[src/rtl/div_bcd_pkg.sv]
// Shared types and constants for the division-result BCD converter.
// Optional feature macro: DIV_BCD_ZERO_BLANK_EN (leading-zero blanking).
package div_bcd_pkg;

    // Conversion sequence: quotient first, then remainder, then hold for readout.
    typedef enum logic [1:0] {
        IDLE   = 2'd0,
        CONV_Q = 2'd1,
        CONV_R = 2'd2,
        DONE   = 2'd3
    } state_t;

    // Nibble shown in place of a suppressed leading zero.
    localparam logic [3:0] BLANK_NIBBLE = 4'hF;

    // Digits at or above this value get +3 before the shift (double dabble).
    localparam logic [3:0] ADD3_THRESH  = 4'd5;

endpackage : div_bcd_pkg

[src/rtl/bcd_add3_shift.sv]
// One double-dabble step: add 3 to every BCD digit >= 5, then shift the
// whole {bcd, bin} accumulator left by one bit. Purely combinational.
module bcd_add3_shift
    import div_bcd_pkg::*;
#(
    parameter int WIDTH  = 8,
    parameter int DIGITS = 3
) (
    input  logic [4*DIGITS+WIDTH-1:0] acc_i,
    output logic [4*DIGITS+WIDTH-1:0] acc_o
);

    localparam int ACC_W = 4*DIGITS + WIDTH;

    logic [ACC_W-1:0] adj;

    // Adjust each digit that would overflow past 9 when doubled, then shift.
    always_comb begin
        // NOTE: every combinational output gets a full default before any
        // conditional update, so no path leaves it unassigned (no latch).
        adj = acc_i;
        for (int d = 0; d < DIGITS; d++) begin
            if (acc_i[WIDTH+4*d +: 4] >= ADD3_THRESH) begin
                adj[WIDTH+4*d +: 4] = acc_i[WIDTH+4*d +: 4] + 4'd3;
            end
        end
        acc_o = {adj[ACC_W-2:0], 1'b0};
    end

endmodule : bcd_add3_shift

[src/rtl/div_result_bcd.sv]
// Converts one quotient/remainder pair from the divider into packed BCD,
// one bit per cycle on a shared double-dabble datapath, quotient first.
// Results are presented to the readout stage over a valid/ready handshake.
// Optional feature macro: DIV_BCD_ZERO_BLANK_EN -- when defined, leading zero
// digits (never digit 0) are replaced by BLANK_NIBBLE as results are stored.
module div_result_bcd
    import div_bcd_pkg::*;
#(
    parameter int WIDTH  = 8,
    parameter int DIGITS = 3
) (
    input  logic                clk,
    input  logic                rst,
    input  logic                in_valid,
    output logic                in_ready,
    input  logic [WIDTH-1:0]    quotient,
    input  logic [WIDTH-1:0]    remainder,
    output logic                out_valid,
    input  logic                out_ready,
    output logic [4*DIGITS-1:0] q_bcd,
    output logic [4*DIGITS-1:0] r_bcd,
    output logic                busy
);

    localparam int BCD_W = 4*DIGITS;
    localparam int ACC_W = BCD_W + WIDTH;
    localparam int CNT_W = $clog2(WIDTH + 1);
    localparam logic [CNT_W-1:0] LAST_ITER = CNT_W'(WIDTH - 1);

    state_t           state_q, state_d;
    logic [CNT_W-1:0] cnt_q,   cnt_d;
    logic [ACC_W-1:0] acc_q,   acc_d;
    logic [WIDTH-1:0] rem_q,   rem_d;
    logic [BCD_W-1:0] q_bcd_q, q_bcd_d;
    logic [BCD_W-1:0] r_bcd_q, r_bcd_d;
    logic [ACC_W-1:0] acc_step;
    logic             last_iter;

`ifdef DIV_BCD_ZERO_BLANK_EN
    // Replace leading zero digits (scanning down from the MSD) with the blank code.
    function automatic logic [BCD_W-1:0] fmt_out(input logic [BCD_W-1:0] v);
        logic [BCD_W-1:0] r;
        logic             lead;
        r    = v;
        lead = 1'b1;
        for (int d = DIGITS - 1; d >= 1; d--) begin
            if (lead && (v[4*d +: 4] == 4'd0)) begin
                r[4*d +: 4] = BLANK_NIBBLE;
            end else begin
                lead = 1'b0;
            end
        end
        return r;
    endfunction
`else
    // Plain BCD with leading zeros kept.
    function automatic logic [BCD_W-1:0] fmt_out(input logic [BCD_W-1:0] v);
        return v;
    endfunction
`endif

    bcd_add3_shift #(
        .WIDTH  (WIDTH),
        .DIGITS (DIGITS)
    ) u_step (
        .acc_i (acc_q),
        .acc_o (acc_step)
    );

    assign last_iter = (cnt_q == LAST_ITER);

    // State and datapath registers; reset clears everything, including a partial result.
    always_ff @(posedge clk) begin
        // NOTE: sequential state uses non-blocking assignments so every flop
        // samples the pre-edge values of the others.
        if (rst) begin
            state_q <= IDLE;
            cnt_q   <= '0;
            acc_q   <= '0;
            rem_q   <= '0;
            q_bcd_q <= '0;
            r_bcd_q <= '0;
        end else begin
            state_q <= state_d;
            cnt_q   <= cnt_d;
            acc_q   <= acc_d;
            rem_q   <= rem_d;
            q_bcd_q <= q_bcd_d;
            r_bcd_q <= r_bcd_d;
        end
    end

    // Next-state: accept in IDLE, WIDTH iterations per operand, hold DONE until taken.
    always_comb begin
        state_d = state_q;
        unique case (state_q)
            IDLE:    if (in_valid)  state_d = CONV_Q;
            CONV_Q:  if (last_iter) state_d = CONV_R;
            CONV_R:  if (last_iter) state_d = DONE;
            DONE:    if (out_ready) state_d = IDLE;
            default:                state_d = IDLE;
        endcase
    end

    // Datapath: load operands, iterate, and store each finished result.
    always_comb begin
        cnt_d   = cnt_q;
        acc_d   = acc_q;
        rem_d   = rem_q;
        q_bcd_d = q_bcd_q;
        r_bcd_d = r_bcd_q;
        unique case (state_q)
            IDLE: begin
                if (in_valid) begin
                    acc_d = {{BCD_W{1'b0}}, quotient};
                    rem_d = remainder;
                    cnt_d = '0;
                end
            end
            CONV_Q: begin
                if (last_iter) begin
                    // Final shift lands directly in q_bcd; reload with the remainder.
                    q_bcd_d = fmt_out(acc_step[ACC_W-1 -: BCD_W]);
                    acc_d   = {{BCD_W{1'b0}}, rem_q};
                    cnt_d   = '0;
                end else begin
                    acc_d = acc_step;
                    cnt_d = cnt_q + CNT_W'(1);
                end
            end
            CONV_R: begin
                if (last_iter) begin
                    r_bcd_d = fmt_out(acc_step[ACC_W-1 -: BCD_W]);
                    cnt_d   = '0;
                end else begin
                    acc_d = acc_step;
                    cnt_d = cnt_q + CNT_W'(1);
                end
            end
            default: ;
        endcase
    end

    // Handshake and status outputs decoded from the current state.
    always_comb begin
        in_ready  = (state_q == IDLE);
        busy      = (state_q == CONV_Q) || (state_q == CONV_R);
        out_valid = (state_q == DONE);
    end

    assign q_bcd = q_bcd_q;
    assign r_bcd = r_bcd_q;

endmodule : div_result_bcd
[config.mk]
export PLATFORM = sky130hd
export DESIGN_NAME = div_result_bcd
export DESIGN_NICKNAME = d
export VERILOG_FILES = /design/src/rtl/div_bcd_pkg.sv /design/src/rtl/bcd_add3_shift.sv /design/src/rtl/div_result_bcd.sv
export SDC_FILE = /design/constraint.sdc
export NUM_CORES = 1
export LEC_CHECK = 0
export CORE_MARGIN = 5
export CORE_UTILIZATION = 53
export DETAILED_ROUTE_END_ITERATION = 10
export PLACE_DENSITY = 0.89
export SYNTH_ARGS = -nofsm -noshare
export SYNTH_HDL_FRONTEND = slang
export SYNTH_SLANG_ARGS = --single-unit
[constraint.sdc]
create_clock -name clk -period 2 [get_ports clk]
set_input_delay 0.4 -clock clk [delete_from_list [all_inputs] [get_ports clk]]
set_output_delay 0.4 -clock clk [all_outputs]
set_load 0.1 [all_outputs]
Word level (Yosys, flattened, before mapping)

Cells that the tools add are included.

Bits in registers: 58
Input port bits: 20
Output and inout port bits: 27
Logic and storage cells: 48

Add/subtract/negate cells: 4
Order comparisons: 3
Equal/unequal tests: 9
Muxes and demuxes: 15
Reductions and logical operators: 11

Operators by type and width:

| kind                | count |
|---|---|
| $mux 20             | 3 |
| $pmux 20 s3         | 1 |
| $mux 4              | 4 |
| $ge 4x3->1 const B  | 3 |
| $add 4x2->4 const B | 2 |
| $mux 2              | 4 |
| $ne 2x2->1 const B  | 4 |
| $pmux 2 s4          | 1 |
| $pmux 4 s2          | 1 |
| $reduce_and 2->1    | 4 |
| $add 4x1->4 const B | 1 |
| $eq 2x2->1 const B  | 2 |
| $eq 4x3->1 const B  | 1 |
| $reduce_and 4->1    | 1 |
| $add 3x2->3 const B | 1 |
| $mux 3              | 1 |
| $reduce_and 3->1    | 1 |
| $reduce_bool 3->1   | 1 |
| $eq 2x1->1 const B  | 1 |
| $logic_not 2->1     | 1 |
| $ne 2x1->1 const B  | 1 |
| $reduce_bool 2->1   | 1 |
| $reduce_or 2->1     | 1 |
| $logic_or 1x1->1    | 1 |

Depth between registers and ports, before layout

Gate-level depths: netlist (run 1).

Depth in word-level cells: 4
Mapped depth: 8
Gate-level depth less buffers: 6

Cells and area by module

Synthesis (run 1) repeated with hierarchy kept, for this count alone.

Cell total of the unflattened synthesis: 352
Area, all modules: 2985.4 um2

Modules (own cells, without submodules):

| module         | instances | cells each | area an instance (um2) | seq. area each (um2) |
|---|---|---|---|---|
| div_result_bcd | 1         | 298        | 2630.0                 | 1161.1 |
| bcd_add3_shift | 1         | 54         | 355.3                  | 0.0 |

Least setup slack after synthesis (run 1)

OpenSTA, ideal clock, no wires.

Path kind: register to register
From: reg state_q[1]
To: reg cnt_q[0]
Setup time: 0.070 ns
Arrival: 2.356 ns
Data required time: 1.930 ns
Setup slack: -0.426 ns
Cell stages (with the launch flop): 7
Buffers on the path: 1
Period minus slack after synthesis: 2.426 ns
Cell sequence: dfxtp_1 inv_1 ha_1 inv_1 buf_2 or4_1 a21oi_1

Cells in the longest elaborated chain, start to end: 4
Elaborated cells on any way between the ends: 8
Classes of those cells: 3 x eq/ne; 1 x mux; 4 x reduce/logical

RTL lines:

| what                                            | line                  | source |
|---|---|---|
| start: declaration                              | div_result_bcd.sv:30  | `state_t state_q, state_d;` |
| start signal: assignment                        | div_result_bcd.sv:84  | `state_q <= state_d;` |
| $eq 2x1->1 / $eq 2x2->1 (equally long branches) | div_result_bcd.sv:112 | `unique case (state_q)` |
| $reduce_or 2->1 (no source line)                | --                    |  |
| $reduce_bool 2->1 (no source line)              | --                    |  |
| $reduce_and 2->1 (no source line)               | --                    |  |
| end signal: assignment                          | div_result_bcd.sv:85  | `cnt_q <= cnt_d;` |
| end: declaration                                | div_result_bcd.sv:31  | `logic [CNT_W-1:0] cnt_q, cnt_d;` |

Parallel ways exist; a longest one is shown, timed or not.
A chain may end at the register's enable or synchronous reset.

Worst setup path in the final report (run 1)

From: reg state_q[0]
To: out busy

Cells in the longest elaborated chain, start to end: 2
Elaborated cells on any way between the ends: 3
Classes of those cells: 2 x eq/ne; 1 x reduce/logical

RTL lines:

| what                                            | line                  | source |
|---|---|---|
| $eq 2x1->1 / $eq 2x2->1 (equally long branches) | div_result_bcd.sv:147 | `busy = (state_q == CONV_Q) \|\| (state_q == CONV_R);` |
| $logic_or 1x1->1 *                              | div_result_bcd.sv:147 |  |
| end: declaration                                | div_result_bcd.sv:22  | `output logic busy` |

Mark *: on every way between the ends. The rest lies on a longest branch, timed or not.

==> Flow_metrics.wiki, run 1 <==
{| class="wikitable"
! Metric !! Value
|-
| Antenna Violating Nets Remaining || 0
|-
| Proportion of layout cells with a drive suffix above 1 || 22.4%
|-
| Part of the total power dissipated in the clock network || 24.3%
|-
| Clock root cell || clkbuf_8
|-
| Library cell occupying the most area in the post-synthesis netlist || dfxtp_1
|-
| Final count of negative-setup-slack endpoints || 0
|-
| DRC marker count from the first detailed-route iteration || 163
|-
| Clock tree from TritonCTS || done
|-
| Sink count of the clock tree || 58
|-
| Number of hold-slack violations in the final timing report || 0
|-
| Gr usage total || 21.7%
|-
| Number of gates resized after CTS || 0
|-
| Post-layout worst setup margin || 0.120 ns
|-
| Combined area of all synthesized cells || roughly 2800 um2
|-
| Commonest cells in the synthesized netlist || dfxtp_1 (58), nand3_1 (34), nor2_1 (29), nand2_1 (24), o21ai_0 (24)
|-
| Register-to-register setup slack || 0.14 ns
|-
| Setup TNS || 0 ns
|-
| Final Hold Slack || 0.459 ns
|-
| Kind of cell with the highest combined delay on the critical path || buffers and inverters
|-
| Critical path fanouts, max || 13
|-
| LEAKAGE || 1.32 nW
|-
| HPWL after DPL || between 4000 and 5000 um
|-
| End of the worst register-to-register path || acc_q[9]
|-
| Sequential cell fraction of total power || 32.2%
|-
| Worst clock skew || 0.00696 ns
|-
| Peak supply drop || roughly 0.0015 V
|-
| Largest net degree at the start of global routing || 30
|-
| Antenna violations before repair || 0
|-
| End-of-flow core utilization || 68.0%
|-
| Cell internal pwr || between 2 and 3 mW
|-
| Placeable Area || 5070 um2
|-
| DP Cell Count || 411
|-
| Portion of synthesized cell area occupied by the leading cell type || 42.1%
|-
| Async set or reset register ratio after synthesis || 0%
|-
| Post-DR wirelength/cell || 15.3 um
|-
| Via density per instance || 5.59
|-
| Worst path arrival time || 1.48 ns
|-
| RSZ-0062 raised after global routing || no
|-
| Critical R2R Launch || cnt_q[0]
|-
| Kind of critical path || reg2out
|-
| Total via count after detailed routing || 2389
|-
| Worst Path Required || about 1.6 ns
|-
| Worst-case clock buffer depth || 2
|-
| Warnings from Yosys || 0
|-
| Post-synth EDFFs || 0
|-
| Reg2reg path depth || 6
|-
| GRT Residual Overflow || 0
|-
| Critical path buffers and inverters || 3
|-
| Die Wd || 82.2 um
|-
| Number of register bits inferred by synthesis || 58
|-
| Clock transition at path regs || 0.06 ns
|-
| Sequential cell area fraction in the yosys report || 42.1%
|-
| Final Instance Count excl. Fillers || between 400 and 500
|-
| Post-CTS setup buffers || 0
|-
| Synth Net Count || approximately 330
|-
| Count of TritonRoute iterations in the first routing pass || 5
|-
| Power per cell area || ~1200 nW/um2
|-
| Area grow syn2layout || 25.2%
|-
| Most frequent cell after synthesis || dfxtp_1
|-
| Hold Crit Class || reg2reg
|-
| Overall die area || 6750 um2
|-
| Antenna Cells || 0
|-
| Num ports || 47
|-
| Vias in the first global route || 2446
|-
| Number of design rule violations left after detail routing || 0
|-
| CTS Hold Bufs || 0
|-
| Post-layout nets || between 300 and 400
|-
| Switching power share of the total || about two fifths
|-
| Min Clock Period, post-route || 1.88 ns
|-
| H-Tree Level Count || 3
|-
| Launch instance of the worst min-delay path || rem_q[0]
|-
| Ranking of synthesized cells by area || dfxtp_1 (42%), nand3_1 (6.2%), ha_1 (5.0%), o21ai_0 (4.4%), nor2_1 (3.9%)
|-
| Inserted Clock Buffers || 9
|-
| Number of distinct library cells after synthesis || just over 40
|-
| Hold EP || rem_q[0]
|-
| # rows || 26
|-
| Wire length of the first global-routing pass || 11100 um
|-
| Worst hold stages || 2
|-
| Highest-delay cell along the critical path || dfxtp_1
|-
| Synth Instances || 300
|-
| Actual slew at the worst max-slew pin || 0.509 ns
|-
| Y dimension of the die || slightly above 80 um
|-
| Cell Chain, Critical Path || inv_1 -> ha_4 -> buf_4 -> buf_12
|-
| Period utilisation layout || a little over nine tenths
|-
| Maximum Capacitance Violations || 0
|-
| Count of final max-slew check failures || 0
|-
| Run status || complete, no violations
|-
| Synthesized area per cell || ~9.2 um2
|-
| Port Buffer Count || 46
|-
| Critical path's largest stage delay || 0.36 ns
|-
| Share of power burned in combinational logic || 43.4%
|-
| Endpoint class of the critical path || primary output
|-
| Upper clock frequency limit || 532 MHz
|-
| Switching power of the nets || around 1.7 mW
|-
| Worst max-slew margin expressed relative to the limit || 65.7%
|-
| Placement Setup Slack || 0.145 ns
|-
| Clock Latency Late Sink || 0.34 ns
|-
| CP Launch Type || flip-flop
|-
| Aggregate routed wire length || 6530 um
|-
| Predominant post-synthesis flop cell || dfxtp_1
|-
| Final weighted congestion in routability-driven placement || approximately 0.85
|-
| Initial Util || 54.4%
|}
==> logic make-up after synthesis <==
group,Yosys count,synth area share (%)
simple gates,117,21.6
buf+inv,27,5.71
fa+ha+maj,11,4.99
compound gates,80,23.1
xor+xnor,3,0.953
mux,4,1.59
flops,58,42.1
==> stage by stage <==
step | cell area [um2] | power (mW)
floorplan | 2770 | 2.74
global placement | 3270 | 3.15
detailed placement | 3270 | 3.19
CTS | 3450 | 4.22
global route | 3450 | 4.43
finish | 3450 | 4.21
==> tightest hold or removal path, cell delays in order (launching register included) <==
cell	delay, ns
dfxtp_1	0.31
nand2_1	0.05
a21oi_1	0.05
==> cell usage in the layout (no fill, tap or decap), types with 2 or more instances in the layout <==
| cell type | netlist | routed |
|---|---|---|
| nand2_1 | 24 | 24 |
| buf_4 | 2 | 34 |
| a211oi_2 | 5 | 5 |
| inv_1 | 10 | 10 |
| o211ai_1 | 4 | 4 |
| ha_1 | 11 | 10 |
| o41ai_2 | 6 | 6 |
| clkbuf_8 | 0 | 9 |
| nor2b_1 | 2 | 2 |
| clkinv_2 | 0 | 4 |
| dfxtp_1 | 58 | 58 |
| xnor2_1 | 3 | 3 |
| nor3b_1 | 5 | 5 |
| nor2_1 | 29 | 29 |
| a211oi_1 | 6 | 6 |
| a22oi_1 | 3 | 3 |
| a221oi_1 | 2 | 2 |
| clkdlybuf4s50_1 | 0 | 19 |
| nor3_1 | 2 | 2 |
| nand3_1 | 34 | 34 |
| and2_1 | 8 | 8 |
| a221oi_2 | 6 | 6 |
| buf_12 | 2 | 4 |
| nand2b_1 | 6 | 6 |
| a21oi_1 | 20 | 20 |
| o21ai_0 | 24 | 24 |
| mux2_2 | 3 | 3 |
==> final cells by class <==
cell class	count	area, um2
Fill cell	405	1620
Inverter	11	41.3
Tap cell	70	87.6
Clock inverter	6	57.6
Sequential cell	58	1160
Timing Repair Buffer	57	526
Multi-Input combinational cell	215	1450
Clock buffer	10	128
==> state kept, by name (all words and copies together) (netlist names) <==
name / count
acc_q: 20
cnt_q: 4
r_bcd: 12
state_q: 2
rem_q: 8
q_bcd: 12
==> metal layers <==
metal | GRT usage, % | wire length (um)
met5 | 0 | 0
met1 | 26.1 | 2790
met3 | 6.18 | 376
met2 | 36.5 | 3250
met4 | 8.31 | 108
==> worst max-delay path by stage <==
stage / depth (start not counted) / end / start
2_1_floorplan: 5 / state_q[1] / state_q[1]
3_3_place_gp: 5 / cnt_q[1] / in_valid
3_5_place_dp: 5 / acc_q[5] / in_valid
4_1_cts: 4 / busy / state_q[0]
5_1_grt: 4 / busy / state_q[1]
6_report: 4 / busy / state_q[0]
==> power groups by stage <==
stage	clock, mW	sequential, mW	combinational [mW]
after floorplan	0	1.36	1.39
after global placement	0	1.37	1.78
after detailed placement	0	1.38	1.81
after CTS	1.04	1.35	1.83
after global routing	1.11	1.37	1.96
final	1.02	1.36	1.83
Power figures use the tool's default switching activity.
==> run 2, diff against run 1 <==
Settings changed: ABC_AREA from default to 1.
==> run 2 against run 1 <==
Net effect: die area grew 0.51%; flip-flop and latch count stayed put; design area increased by 0.58%; setup slack got worse by 0.029 ns; area after synthesis increased by 0.59%; worst hold slack better by 0.016 ns; critical path type unchanged; total power decreased by 8.3%; clock skew shrank 0.0014 ns; combinational power down 21%; via count increased by 8.5%; largest power group unchanged; routed wire length shrank 4.6%.
==> Flow_metrics.wiki, run 2 <==
{| class="wikitable"
! Metric !! Value
|-
| Upper clock frequency limit || roughly 520 MHz
|-
| Wire length of the first global-routing pass || between 10000 and 15000 um
|-
| Antenna Violating Nets Remaining || 0
|-
| Cell Chain, Critical Path || inv_1 -> ha_2 -> buf_8 -> buf_12
|-
| Min Clock Period, post-route || 1.91 ns
|-
| Area grow syn2layout || 25.2%
|-
| Post-synth EDFFs || 0
|-
| Antenna violations before repair || 0
|-
| Hold Crit Class || reg2reg
|-
| Post-layout nets || 472
|-
| Critical path buffers and inverters || 3
|-
| Async set or reset register ratio after synthesis || 0%
|-
| Setup TNS || 0 ns
|-
| DP Cell Count || 500
|-
| Count of TritonRoute iterations in the first routing pass || 4
|-
| Clock Latency Late Sink || between 0.3 and 0.4 ns
|-
| DRC marker count from the first detailed-route iteration || 94
|-
| Antenna Cells || 0
|-
| LEAKAGE || 1.62 nW
|-
| Final Instance Count excl. Fillers || 516
|-
| Portion of synthesized cell area occupied by the leading cell type || 41.8%
|-
| Most frequent standard cell in the layout excluding fill and tap cells || nand2_1
|-
| Power per cell area || 1110 nW/um2
|-
| Port Buffer Count || 46
|-
| Maximum Capacitance Violations || 0
|-
| Via density per instance || 5.03
|-
| Final count of negative-setup-slack endpoints || 0
|-
| Y dimension of the die || 82.4 um
|-
| Inserted Clock Buffers || 9
|-
| Ranking of synthesized cells by area || dfxtp_1 (42%), nand2_1 (10%), o21ai_0 (7.6%), nor2_1 (7.2%), inv_1 (6.9%)
|-
| Top reg by flops || acc_q
|-
| Highest-delay cell along the critical path || dfxtp_1
|-
| GRT Residual Overflow || 0
|-
| Worst path arrival time || 1.51 ns
|-
| Multi-input logic area || 1340 um2
|-
| Kind of critical path || reg2out
|-
| Post-DR wirelength/cell || roughly 12 um
|-
| Worst Path Required || 1.60 ns
|-
| Placeable Area || 5110 um2
|-
| Commonest cells after routing, fill and taps aside || nand2_1 (74), dfxtp_1 (57), nor2_1 (53)
|-
| Synth Net Count || 422
|-
| Count of final max-slew check failures || 0
|-
| Predominant post-synthesis flop cell || dfxtp_1
|-
| CTS Hold Bufs || 0
|-
| H-Tree Level Count || 3
|-
| Num ports || 47
|-
| HPWL after DPL || 4400 um
|-
| Sink count of the clock tree || 58
|-
| Number of register bits inferred by synthesis || 58
|-
| Number of distinct library cells after synthesis || 25
|-
| Aggregate routed wire length || 6220 um
|-
| Overall die area || 6780 um2
|-
| Initial Util || 54.3%
|-
| Endpoint class of the critical path || primary output
|-
| Total via count after detailed routing || 2593
|-
| Sequential cell area fraction in the yosys report || 41.8%
|-
| Number of flip-flops in the largest register || 20
|-
| Die Wd || 82.4 um
|-
| Count of filler cells inserted in the layout || ~450
|-
| Critical path fanouts, max || 20
|-
| Most frequent cell after synthesis || nand2_1
|-
| Kind of cell with the highest combined delay on the critical path || buffers and inverters
|-
| Number of hold-slack violations in the final timing report || 0
|-
| Clock tree from TritonCTS || done
|-
| Largest net degree at the start of global routing || 34
|-
| # rows || 26
|-
| Number of design rule violations left after detail routing || 0
|-
| Actual slew at the worst max-slew pin || 0.434 ns
|-
| Gr usage total || 20.3%
|-
| Clock transition at path regs || 0.06 ns
|-
| Library cell occupying the most area in the post-synthesis netlist || dfxtp_1
|-
| Run status || complete, no violations
|-
| Period utilisation layout || 95.5%
|-
| Final weighted congestion in routability-driven placement || 0.868
|-
| Vias in the first global route || ~2400
|-
| Peak supply drop || 0.00133 V
|-
| Combined area of all synthesized cells || 2780 um2
|-
| Worst clock skew || about 0.0055 ns
|-
| Worst-case clock buffer depth || 2
|-
| Warnings from Yosys || 0
|-
| Clock root cell || clkbuf_8
|-
| Storage element area || around 1200 um2
|-
| Critical path's largest stage delay || 0.36 ns
|-
| CP Launch Type || flip-flop
|-
| RSZ-0062 raised after global routing || no
|-
| Register-to-register setup slack || 0.24 ns
|-
| Proportion of layout cells with a drive suffix above 1 || 13.7%
|-
| Overall power consumption || 3.86 mW
|-
| Synth Instances || between 300 and 400
|-
| Synthesized area per cell || approximately 7.1 um2
|-
| Commonest cells in the synthesized netlist || nand2_1 (74), dfxtp_1 (58), nor2_1 (53), inv_1 (51), o21ai_0 (42)
|-
| Worst max-slew margin expressed relative to the limit || 70.8%
|}
## run 2: cell count changes in the layout (fill, tap and decap cells not counted), moves of 8 or more
| cell | previous run | this run |
|---|---|---|
| and2_1 | 8 | 0 |
| nand3_1 | 34 | 19 |
| o21ai_0 | 24 | 42 |
| a21oi_1 | 20 | 33 |
| nor2_1 | 29 | 53 |
| nand2_1 | 24 | 74 |
| inv_1 | 10 | 51 |
## run 2: area by class of cell
cell class	count	share of cell area (%)
clock buffers	11	3.78
clock inverters	5	1.59
inverters	54	5.84
multi-input cells	264	38.5
flip-flops and latches	58	33.5
well taps	70	2.52
repair buffers	54	14.3
## run 2: kinds of logic (layout without fill, tap and decap cells)
logic type      Yosys count  count (layout)  synth area share, %
buf+inv                  69             124                 10.1
simple gates            159             159                 24.3
flops                    58              58                 41.8
fa+ha+maj                11              11                 4.96
xor+xnor                  4               4                 1.26
compound gates           90              90                 17.6
## run 2: power breakdown
part           internal, mW  switching (mW)
clock network         0.571           0.458
logic                 0.511           0.940
registers              1.29          0.0858
## run 2: through the flow
step	hold slack, ns	cell area [um2]	util, %	worst slack (ns)
after CTS	0.476	3470	67.9	0.0400
after global placement	0.456	3280	64.2	0.226
after floorplan	0.444	2780	-	0.0947
after detailed placement	0.466	3280	64.2	0.112
after global routing	0.499	3470	68.0	0.00249
final	0.475	3470	68.0	0.0909
## run 2: final timing paths
check,depth (start not counted),from,to
setup / recovery,4,state_q[1],busy
hold / removal,2,acc_q[17],acc_q[17]
setup reg to reg,7,state_q[1],cnt_q[2]
hold reg to reg,2,acc_q[17],acc_q[17]
## run 2: repair_timing
item                                    in CTS  in global routing
endpoints found under the hold margin        0                  0
cloned                                       0                  0
resized for setup                            1                  2
buffers inserted                             0                  0
endpoints found under the setup margin       1                  1
## run 2: worst reg2reg max path, stage by stage, from the launching register on
cell     delay [ns]
dfxtp_1        0.36
inv_1          0.09
ha_2           0.35
inv_1          0.10
o21ai_0        0.38
inv_1          0.14
a21oi_1        0.16
nor3_1         0.06
## run 2: routing by layer
metal	GRT usage [%]	routed length, um	vias up
met3	7.05	324	9
li1	-	-	1345
met2	36.5	3130	60
met1	22.3	2690	1179
met5	0	0	-
met4	5.98	71	0
==> run 3, diff against run 2 <==
Settings changed: CAP_MARGIN from default to 5, RECOVER_POWER from default to 50, TNS_END_PERCENT from default to 10.
==> run 3 against run 2 <==
Net effect: via count is 0.35% lower; die area stayed put; clock skew hardly changed; first-iteration DRC count is 2.1% lower; utilization is 1.6 points lower; cell count stayed put; non-clock buffer count stayed put; maximum frequency is 0.41% higher; combinational power hardly changed; critical endpoint unchanged; largest power group unchanged; highest routed layer unchanged.
==> Flow_metrics.wiki, run 3 (synthesis gave the netlist of run 2 again) <==
{| class="wikitable"
! Metric !! Value
|-
| Run status || complete, no violations
|-
| Die Wd || 82.4 um
|-
| Endpoint class of the critical path || primary output
|-
| End-of-flow core utilization || 66.4%
|-
| Number of design rule violations left after detail routing || 0
|-
| Y dimension of the die || 82.4 um
|-
| Sink count of the clock tree || 58
|-
| Port Buffer Count || 46
|-
| Actual slew at the worst max-slew pin || 0.547 ns
|-
| Upper clock frequency limit || 526 MHz
|-
| Hold Crit Class || reg2reg
|-
| Initial Util || 54.3%
|-
| Worst path arrival time || 1.50 ns
|-
| Kind of critical path || reg2out
|-
| Worst max-slew margin expressed relative to the limit || 63.7%
|-
| Setup TNS || 0 ns
|-
| DRC marker count from the first detailed-route iteration || 92
|-
| Peak supply drop || 0.00128 V
|-
| Final count of negative-setup-slack endpoints || 0
|-
| RSZ-0062 raised after global routing || no
|-
| DP Cell Count || 500
|-
| Gr usage total || 20.3%
|-
| Inserted Clock Buffers || 9
|-
| Most frequent standard cell in the layout excluding fill and tap cells || nand2_1
|-
| Aggregate routed wire length || 6190 um
|-
| Met3 wire length || 366 um
|-
| Power per cell area || 1130 nW/um2
|-
| Final weighted congestion in routability-driven placement || 0.868
|-
| Count of final max-slew check failures || 0
|-
| Top layer used by detailed routing || met4
|-
| Maximum Capacitance Violations || 0
|-
| Worst Path Required || 1.60 ns
|-
| Placeable Area || 5110 um2
|-
| Antenna Violating Nets Remaining || 0
|-
| Clock Latency Late Sink || roughly 0.34 ns
|-
| LEAKAGE || 1.60 nW
|-
| Period utilisation layout || 95.1%
|-
| Overall power consumption || 3.83 mW
|-
| Switching power of the nets || approximately 1.5 mW
|-
| Vias in the first global route || 2413
|-
| Wire length of the first global-routing pass || 10600 um
|-
| Total via count after detailed routing || 2584
|-
| Number of hold-slack violations in the final timing report || 0
|-
| Worst-case clock buffer depth || 2
|-
| Antenna Cells || 0
|-
| H-Tree Level Count || 3
|-
| Switching power share of the total || 38.5%
|-
| CTS Hold Bufs || 0
|-
| Clock root cell || clkbuf_8
|-
| Overall die area || 6780 um2
|-
| Wire length on met1 || 2640 um
|-
| Sequential cell fraction of total power || 36.0%
|-
| Post-CTS setup buffers || 0
|-
| HPWL after DPL || ~4400 um
|-
| Num ports || 47
|-
| Largest net degree at the start of global routing || 34
|-
| Critical path fanouts, max || 20
|-
| CP Launch Type || flip-flop
|-
| Met2 WL || between 3000 and 4000 um
|-
| # rows || 26
|-
| Antenna violations before repair || 0
|-
| Post-DR wirelength/cell || 12.0 um
|-
| Clock tree from TritonCTS || done
|-
| Share of power burned in combinational logic || a little under two fifths
|-
| GRT Residual Overflow || 0
|-
| Clock transition at path regs || ~0.060 ns
|-
| Final Hold Slack || 0.475 ns
|-
| Top reg by flops || acc_q
|-
| Commonest cells after routing, fill and taps aside || nand2_1 (74), dfxtp_1 (57), nor2_1 (54)
|-
| Final Instance Count excl. Fillers || 516
|-
| Worst clock skew || 0.00553 ns
|-
| Cell internal pwr || 2.36 mW
|-
| Proportion of layout cells with a drive suffix above 1 || 13.2%
|-
| Number of flip-flops in the largest register || 20
|-
| Area grow syn2layout || 22.3%
|-
| Post-layout nets || 472
|-
| Min Clock Period, post-route || about 1.9 ns
|-
| Part of the total power dissipated in the clock network || 26.7%
|-
| Via density per instance || 5.01
|-
| Count of TritonRoute iterations in the first routing pass || 4
|}
==> run 3: power groups by stage <==
stage | clock network [mW] | registers [mW] | logic (mW)
final | 1.02 | 1.38 | 1.43
after global routing | 1.11 | 1.40 | 1.57
after CTS | 1.05 | 1.38 | 1.43
after detailed placement | 0 | 1.40 | 1.41
after global placement | 0 | 1.39 | 1.37
after floorplan | 0 | 1.38 | 1.05
==> run 3: final timing paths <==
check / startpoint / end / slack, ns / depth (start not counted)
max: state_q[1] / busy / 0.1 / 4
min: acc_q[17] / acc_q[17] / 0.47 / 2
max reg2reg: cnt_q[0] / q_bcd[9] / 0.20 / 7
min reg2reg: acc_q[17] / acc_q[17] / 0.47 / 2
==> run 3: cell type report <==
class | count | area, um2
clock buffer | 11 | 131
clock inverter | 5 | 55.1
fill | 470 | 1710
inverter | 54 | 203
multi-input combinational | 264 | 1330
sequential | 58 | 1160
tap | 70 | 87.6
timing repair buffer | 54 | 423
==> run 3: critical path, cell delays in order (launching register included) <==
cell,delay [ns]
dfxtp_1,0.36
inv_1,0.09
ha_1,0.33
buf_8,0.19
buf_12,0.19
==> run 3: metal layers <==
| layer | vias up | global-route usage (%) |
|---|---|---|
| met5 | - | 0 |
| met4 | 0 | 5.98 |
| met3 | 11 | 7.05 |
| met2 | 61 | 36.5 |
| met1 | 1165 | 22.3 |
| li1 | 1347 | - |
==> run 3: through the flow <==
step	cell area (um2)	worst slack, ns
2_1_floorplan	2780	0.0947
3_3_place_gp	3280	0.226
3_5_place_dp	3280	0.112
4_1_cts	3470	0.0400
5_1_grt	3390	0.0125
6_report	3390	0.0987
==> run 3: timing repair <==
| action | 4_1_cts | 5_1_grt |
|---|---|---|
| setup endpoints to repair | 1 | 1 |
| resized for setup | 1 | 2 |
| cloned | 0 | 0 |
